==> src/rtl/key_led_ctrl.sv <==
`default_nettype none
// +----------------------------------------------------------------------------+
// | Module  : key_led_ctrl                                                      |
// | Brief   : Multi-channel key debouncer with direct/toggle/blink LED drive.   |
// | Revision: 1.0                                                               |
// +----------------------------------------------------------------------------+
module key_led_ctrl #(
  parameter int CH_NUM         = 4,
  parameter int DEBOUNCE_CYC   = 1_000_000,
  parameter int BLINK_HALF_CYC = 25_000_000,
  parameter int KEY_ACTIVE_LOW = 1
) (
  input  logic              sys_clk,
  input  logic              sys_rst,
  input  logic [CH_NUM-1:0] key,
  input  logic [1:0]        mode,
  output logic [CH_NUM-1:0] key_press,
  output logic [CH_NUM-1:0] led
);

  localparam int              c_cnt_w = $clog2(DEBOUNCE_CYC);
  localparam logic [c_cnt_w-1:0] c_cnt_max = c_cnt_w'(DEBOUNCE_CYC - 1);
  localparam int              c_pre_w = $clog2(BLINK_HALF_CYC);
  localparam logic [c_pre_w-1:0] c_pre_max = c_pre_w'(BLINK_HALF_CYC - 1);
  // Pin level seen while the key is released.
  localparam logic            c_rel = (KEY_ACTIVE_LOW != 0);

  localparam logic [1:0] c_mode_direct = 2'b00;
  localparam logic [1:0] c_mode_toggle = 2'b01;
  localparam logic [1:0] c_mode_blink  = 2'b10;

  logic [c_pre_w-1:0] r_pre;
  logic               r_phase;

  always_ff @(posedge sys_clk or posedge sys_rst) begin
    if (sys_rst) begin
      r_pre   <= '0;
      r_phase <= 1'b0;
    end else if (r_pre == c_pre_max) begin
      r_pre   <= '0;
      r_phase <= ~r_phase;
    end else begin
      r_pre <= r_pre + 1'b1;
    end
  end

  for (genvar i = 0; i < CH_NUM; i++) begin : g_ch
    logic               r_s1;
    logic               r_s2;
    logic               r_stable;
    logic               r_tog;
    logic               r_ben;
    logic               r_press;
    logic               r_led;
    logic [c_cnt_w-1:0] r_cnt;
    logic               w_accept;
    logic               w_press;
    logic               w_pressed;

    assign w_accept  = (r_s2 != r_stable) && (r_cnt == c_cnt_max);
    assign w_press   = w_accept && (r_s2 != c_rel);
    assign w_pressed = (r_stable != c_rel);

    always_ff @(posedge sys_clk or posedge sys_rst) begin
      if (sys_rst) begin
        r_s1     <= c_rel;
        r_s2     <= c_rel;
        r_stable <= c_rel;
        r_cnt    <= '0;
        r_tog    <= 1'b0;
        r_ben    <= 1'b0;
        r_press  <= 1'b0;
        r_led    <= 1'b0;
      end else begin
        r_s1 <= key[i];
        r_s2 <= r_s1;
        if (r_s2 == r_stable) begin
          r_cnt <= '0;
        end else if (w_accept) begin
          r_stable <= r_s2;
          r_cnt    <= '0;
        end else begin
          r_cnt <= r_cnt + 1'b1;
        end
        // Toggle state flips on the accept edge so toggle mode has direct-mode latency.
        r_press <= w_press;
        if (w_press) begin
          r_tog <= ~r_tog;
          r_ben <= ~r_ben;
        end
        case (mode)
          c_mode_direct: r_led <= w_pressed;
          c_mode_toggle: r_led <= r_tog;
          c_mode_blink:  r_led <= r_ben & r_phase;
          default:       r_led <= 1'b0;
        endcase
      end
    end

    assign key_press[i] = r_press;
    assign led[i]       = r_led;
  end

endmodule
`default_nettype wire

==> config.mk <==
export PLATFORM = sky130hd
export DESIGN_NAME = key_led_ctrl
export DESIGN_NICKNAME = d
export VERILOG_FILES = /design/src/rtl/key_led_ctrl.sv
export SDC_FILE = /design/constraint.sdc
export NUM_CORES = 1
export LEC_CHECK = 0
export CORE_MARGIN = 4
export CORE_UTILIZATION = 36
export CTS_BUF_LIST = sky130_fd_sc_hd__clkbuf_2 sky130_fd_sc_hd__clkbuf_4 sky130_fd_sc_hd__clkbuf_8
export CTS_CLUSTER_DIAMETER = 50
export DETAILED_ROUTE_END_ITERATION = 12
export PLACE_DENSITY_LB_ADDON = 0.12
export RECOVER_POWER = 50
export REMOVE_ABC_BUFFERS = 1
export SYNTH_ARGS = -nofsm -noshare
export SYNTH_HDL_FRONTEND = slang
export SYNTH_SLANG_ARGS = --single-unit
export TNS_END_PERCENT = 5
==> constraint.sdc <==
create_clock -name sys_clk -period 4 [get_ports sys_clk]
set_clock_uncertainty 0.05 [all_clocks]
set_input_delay 0.4 -clock sys_clk [delete_from_list [all_inputs] [get_ports sys_clk]]
set_output_delay 0.4 -clock sys_clk [all_outputs]
set_load 0.005 [all_outputs]
# Yosys cells after proc, flatten, opt, wreduce, memory -nomap -nowiden
# Index checks and enable logic that the tools add are counted.
# totals
ff_bits,134
input_bits,8
out_inout_bits,8
# classes
add_sub_neg,5
eq_ne,15
muxes,13
bitwise_logic,25
n_reduce_logical,13
# ops
cell,count
2-to-1 mux 20 bit,8
"adder 20 x 1 -> 20 bit, second input constant",4
"equality test 20 bit, second input constant",4
"adder 25 x 1 -> 25 bit, second input constant",1
"equality test 25 bit, second input constant",1
2-to-1 mux 25 bit,1
inverter 1 bit,21
one-hot mux 1 bit (3 select lines),4
logical AND 1 bit,8
AND reduction 2 bit,4
bitwise AND 1 bit,4
equality test 1 bit,4
inequality test 1 bit,4
"equality test 2 x 1 -> 1 bit, second input constant",1
"equality test 2 bit, second input constant",1
zero test 2 bit,1

# Longest topological paths before layout
# logic_depth
word_depth,4
depth_mapped,7
depth_no_buf,5

# Worst setup path after synthesis
# Ideal clock, no wire load.
# synth_timing
kind,flip-flop to flip-flop
from,register r_pre[0]
to,register r_pre[11]
setup_ns,0.122
arrival_ns,1.698
slack_ns,2.130
path_stages_with_launch,7
path_buffers,1
synth_period_minus_slack_ns,1.870
cell_sequence,dfrtp_1 ha_1 and3_1 nand3_1 nor3_1 buf_2 nor2_1
# synth_between
elab_chain_cells,2
# synth_rtl
item,line_no,text
"start, declared",32,logic [c_pre_w-1:0] r_pre;
"start signal, assigned",43,r_pre <= r_pre + 1'b1;
adder 25 x 1 -> 25 bit / equality test 25 bit (equally long branches),"43, 39",
2-to-1 mux 25 bit (*),39,end else if (r_pre == c_pre_max) begin
# Every way passes the cells marked *; elsewhere a longest branch is shown, timed or not.
# A chain may end at the register's enable or synchronous reset.

==> flow_summary.yaml <==
place:
  place.gp.congestion: 0.753
  preCtsSetupSlack_ns: 1.84
  dpl.hpwl_um: 8340
  io_buffer_count: 15
  place_area_sq_um: 6720
worst_setup_path:
  crit_path_start_kind: "input pin"
  critPathKind: "input pin to async pin"
  cp_max_fo: 105
  end_kind: "async pin"
  crit_start: "sys_rst"
  cp.arrival_ns: 2.87
  required_ns: 4.51
  r2r_cells: 4
  reg2reg_from: "g_ch[2].r_cnt[16]$_DFF_PP0_"
route:
  via_per_inst: 5.16
  wl_per_cell_um: 13.9
  drt_iter0_markers: 223
  ant_nets: 0
  wl_um: 12300
  vias: 4546
  drc: 0
  first_pass_iters: 4
grt:
  grtUsageTotal_pct: 13.3
  antenna_found_initial: 0
  grt_max_degree: 106
  grt_pass1_vias: 4591
  grt_pass1_wl_um: 21600
  grt-ovfl-total: 0
die:
  die_w_um: 141
  initial_utilization_pct: 36.7
  die_area_sq_um: 19900
  ioPinCount: 16
  num_rows: 48
  die_y_um: 141
  core_area_sq_um: 17400
cts:
  cts_tree: "done"
  clk_path_buf_depth: 2
  cts-htree-levels: 4
  postCtsSetupRepairBufs: 0
  clk_pin_slew_ns: 0.06
  cts_made_buffers: 17
  cts-resized-gates: 0
  cts_root_buf: "clkbuf_8"
  cts_hold_buffers: 0
  cts_sinks: 134
  clkLatencyLatePin_ns: 0.44
final_layout:
  finalNetCount: 657
  seq_area_sq_um: 3370
  multi_input_area_sq_um: 2810
  syn2layout_area_growth_pct: 12.0
  antenna_cells: 0
  n_fill_cell: 1731
  drive_gt1_share_pct: 9.30
  finalCoreUtilization_pct: 41.1
  design_area_sq_um: 7140
sta:
  timing.hold.ws_ns: 0.309
  fmax_ghz: 0.424
  rsz0062_at_grt: "no"
  hold_viol: 0
  max_slew_margin_pct: -48.2
  worst_pin_slew_ns: 2.22
  finalSetupViolations: 0
  finalWorstSetupSlack_ns: 1.64
  finalCritPeriodShare_pct: 59.0
  layout_min_cycle_time_ns: 2.36
  slew_violations: 106
  setup_tns_ns: 0
flow_run:
  drv_cap: 1
synth:
  ys_types: 41
  synth_area_sq_um: 6380
  syn_inst: 629
  synth.top_cell.area_share_pct: 47.9
  ys_top_cells_by_area: "dfrtp_1 (48%), xor2_1 (5.9%), dfstp_2 (4.9%)"
  synth_warnings: 0
  synth_top_area_cell: "dfrtp_1"
  synth-edff-count: 0
  async_flop_share_pct: 100
  syn_avg_cell_area_sq_um: 10.1
  synth_ff_type: "dfrtp_1"
  postSynthRegisterBits: 134
  seq_area_frac_synth_pct: 52.8
pwr:
  ir_drop_mv: 0.239
  powerDensity_nw_per_um2: 368
  leakagePower_uw: 0.00290
status:
  outcome: "finished, violations left"
  violations: "capacitance limit, slew limit"
min_path:
  hold_class: "flip-flop to flip-flop"
  whs_path_depth: 0
  hold_start: "g_ch[1].r_s1$_DFF_PP1_"
flip-flops by register name, summed over array words and instances, names as in the netlist:
name	flops
g_ch.r_ben	4
g_ch.r_cnt	80
r_pre	25
g_ch.r_stable	4
g_ch.r_led	4
g_ch.r_press	4
g_ch.r_s2	4
g_ch.r_tog	4
r_phase	1
g_ch.r_s1	4
layout by cell type, fill, tap and decap left out, types with 9 or more instances in the layout:
cell type        count
inv_1               17
nor2_1              80
or3_1               16
o31ai_1             11
o21ai_0             18
nor4_1              15
dfrtp_1            122
dfstp_2             11
nor3_1              15
and3_1              12
a21oi_1             32
clkdlybuf4s50_1      9
xor2_1              43
and4_1              10
nand4_1             29
nand3_1             40
xnor2_1             35
nand2_1             37
or4_1               13
clkbuf_8            23
Yosys cell counts (8+ instances only):
library cell  count
or3_1            16
and4_1           10
nand4_1          29
nand2_1          37
nor3_1           15
dfrtp_1         122
dfstp_2          12
nand3_1          40
o31ai_1          12
or4_1            13
nor2_1           80
inv_1            18
o21ai_0          19
and3_1           12
xnor2_1          35
a21oi_1          32
buf_4             8
nor4_1           15
xor2_1           43
clkbuf_1          9
cell type report:
cell class,instances,share of cell area [%]
repair buffers,20,2.63
flip-flops and latches,134,47.2
inverters,18,0.999
clock buffers,28,4.96
clock inverters,3,0.911
well taps,225,3.94
multi-input cells,453,39.4
path summary, 6_finish.rpt:
check / end / slack [ns]
min in group asynchronous: g_ch[2].r_cnt[9]$_DFF_PP0_ / 1.09
max in group sys_clk: g_ch[2].r_cnt[6]$_DFF_PP0_ / 1.84
worst max-delay path: g_ch[1].r_s1$_DFF_PP1_ / 1.64
worst min register to register: g_ch[1].r_s2$_DFF_PP1_ / 0.31
worst min-delay path: g_ch[1].r_s2$_DFF_PP1_ / 0.31
worst max register to register: g_ch[2].r_cnt[6]$_DFF_PP0_ / 1.84
metal layers:
metal  share of wire, %  track usage [%]
met1                 48             17.3
met2                 48             21.2
met3                2.5             3.90
met4               0.94             4.44
met5                  0                0
through the flow:
| stage | std cells | total power, uW |
|---|---|---|
| after floorplan | 605 | 1460 |
| after global placement | 850 | 1490 |
| after detailed placement | 850 | 1500 |
| after CTS | 881 | 2680 |
| after global routing | 881 | 2750 |
| final | 881 | 2630 |
cell families (layout without fill, tap and decap cells):
kind of cell    count (synthesis)  in the layout  synth area share (%)
simple gates                  295            295                  25.0
flops                         134            134                  52.8
xor+xnor                       78             78                  10.7
compound gates                 69             69                  6.28
buf+inv                        42             69                  3.16
mux                             6              6                  1.02
fa+ha+maj                       5              5                 0.981
critical path, stage by stage:
cell	delay (ns)
dlygate4sd3_1	0.57
clkinvlp_4	1.41
buf_4	0.45
power breakdown:
| part | total [uW] | leakage, uW | switching (uW) | internal (uW) |
|---|---|---|---|---|
| sequential | 1390 | 0.00180 | 13.3 | 1370 |
| clock | 1160 | 0.000221 | 474 | 686 |
| combinational | 79.1 | 0.000876 | 54.2 | 24.9 |
| total | 2630 | 0.00290 | 541 | 2080 |
Power figures use the tool's default switching activity.
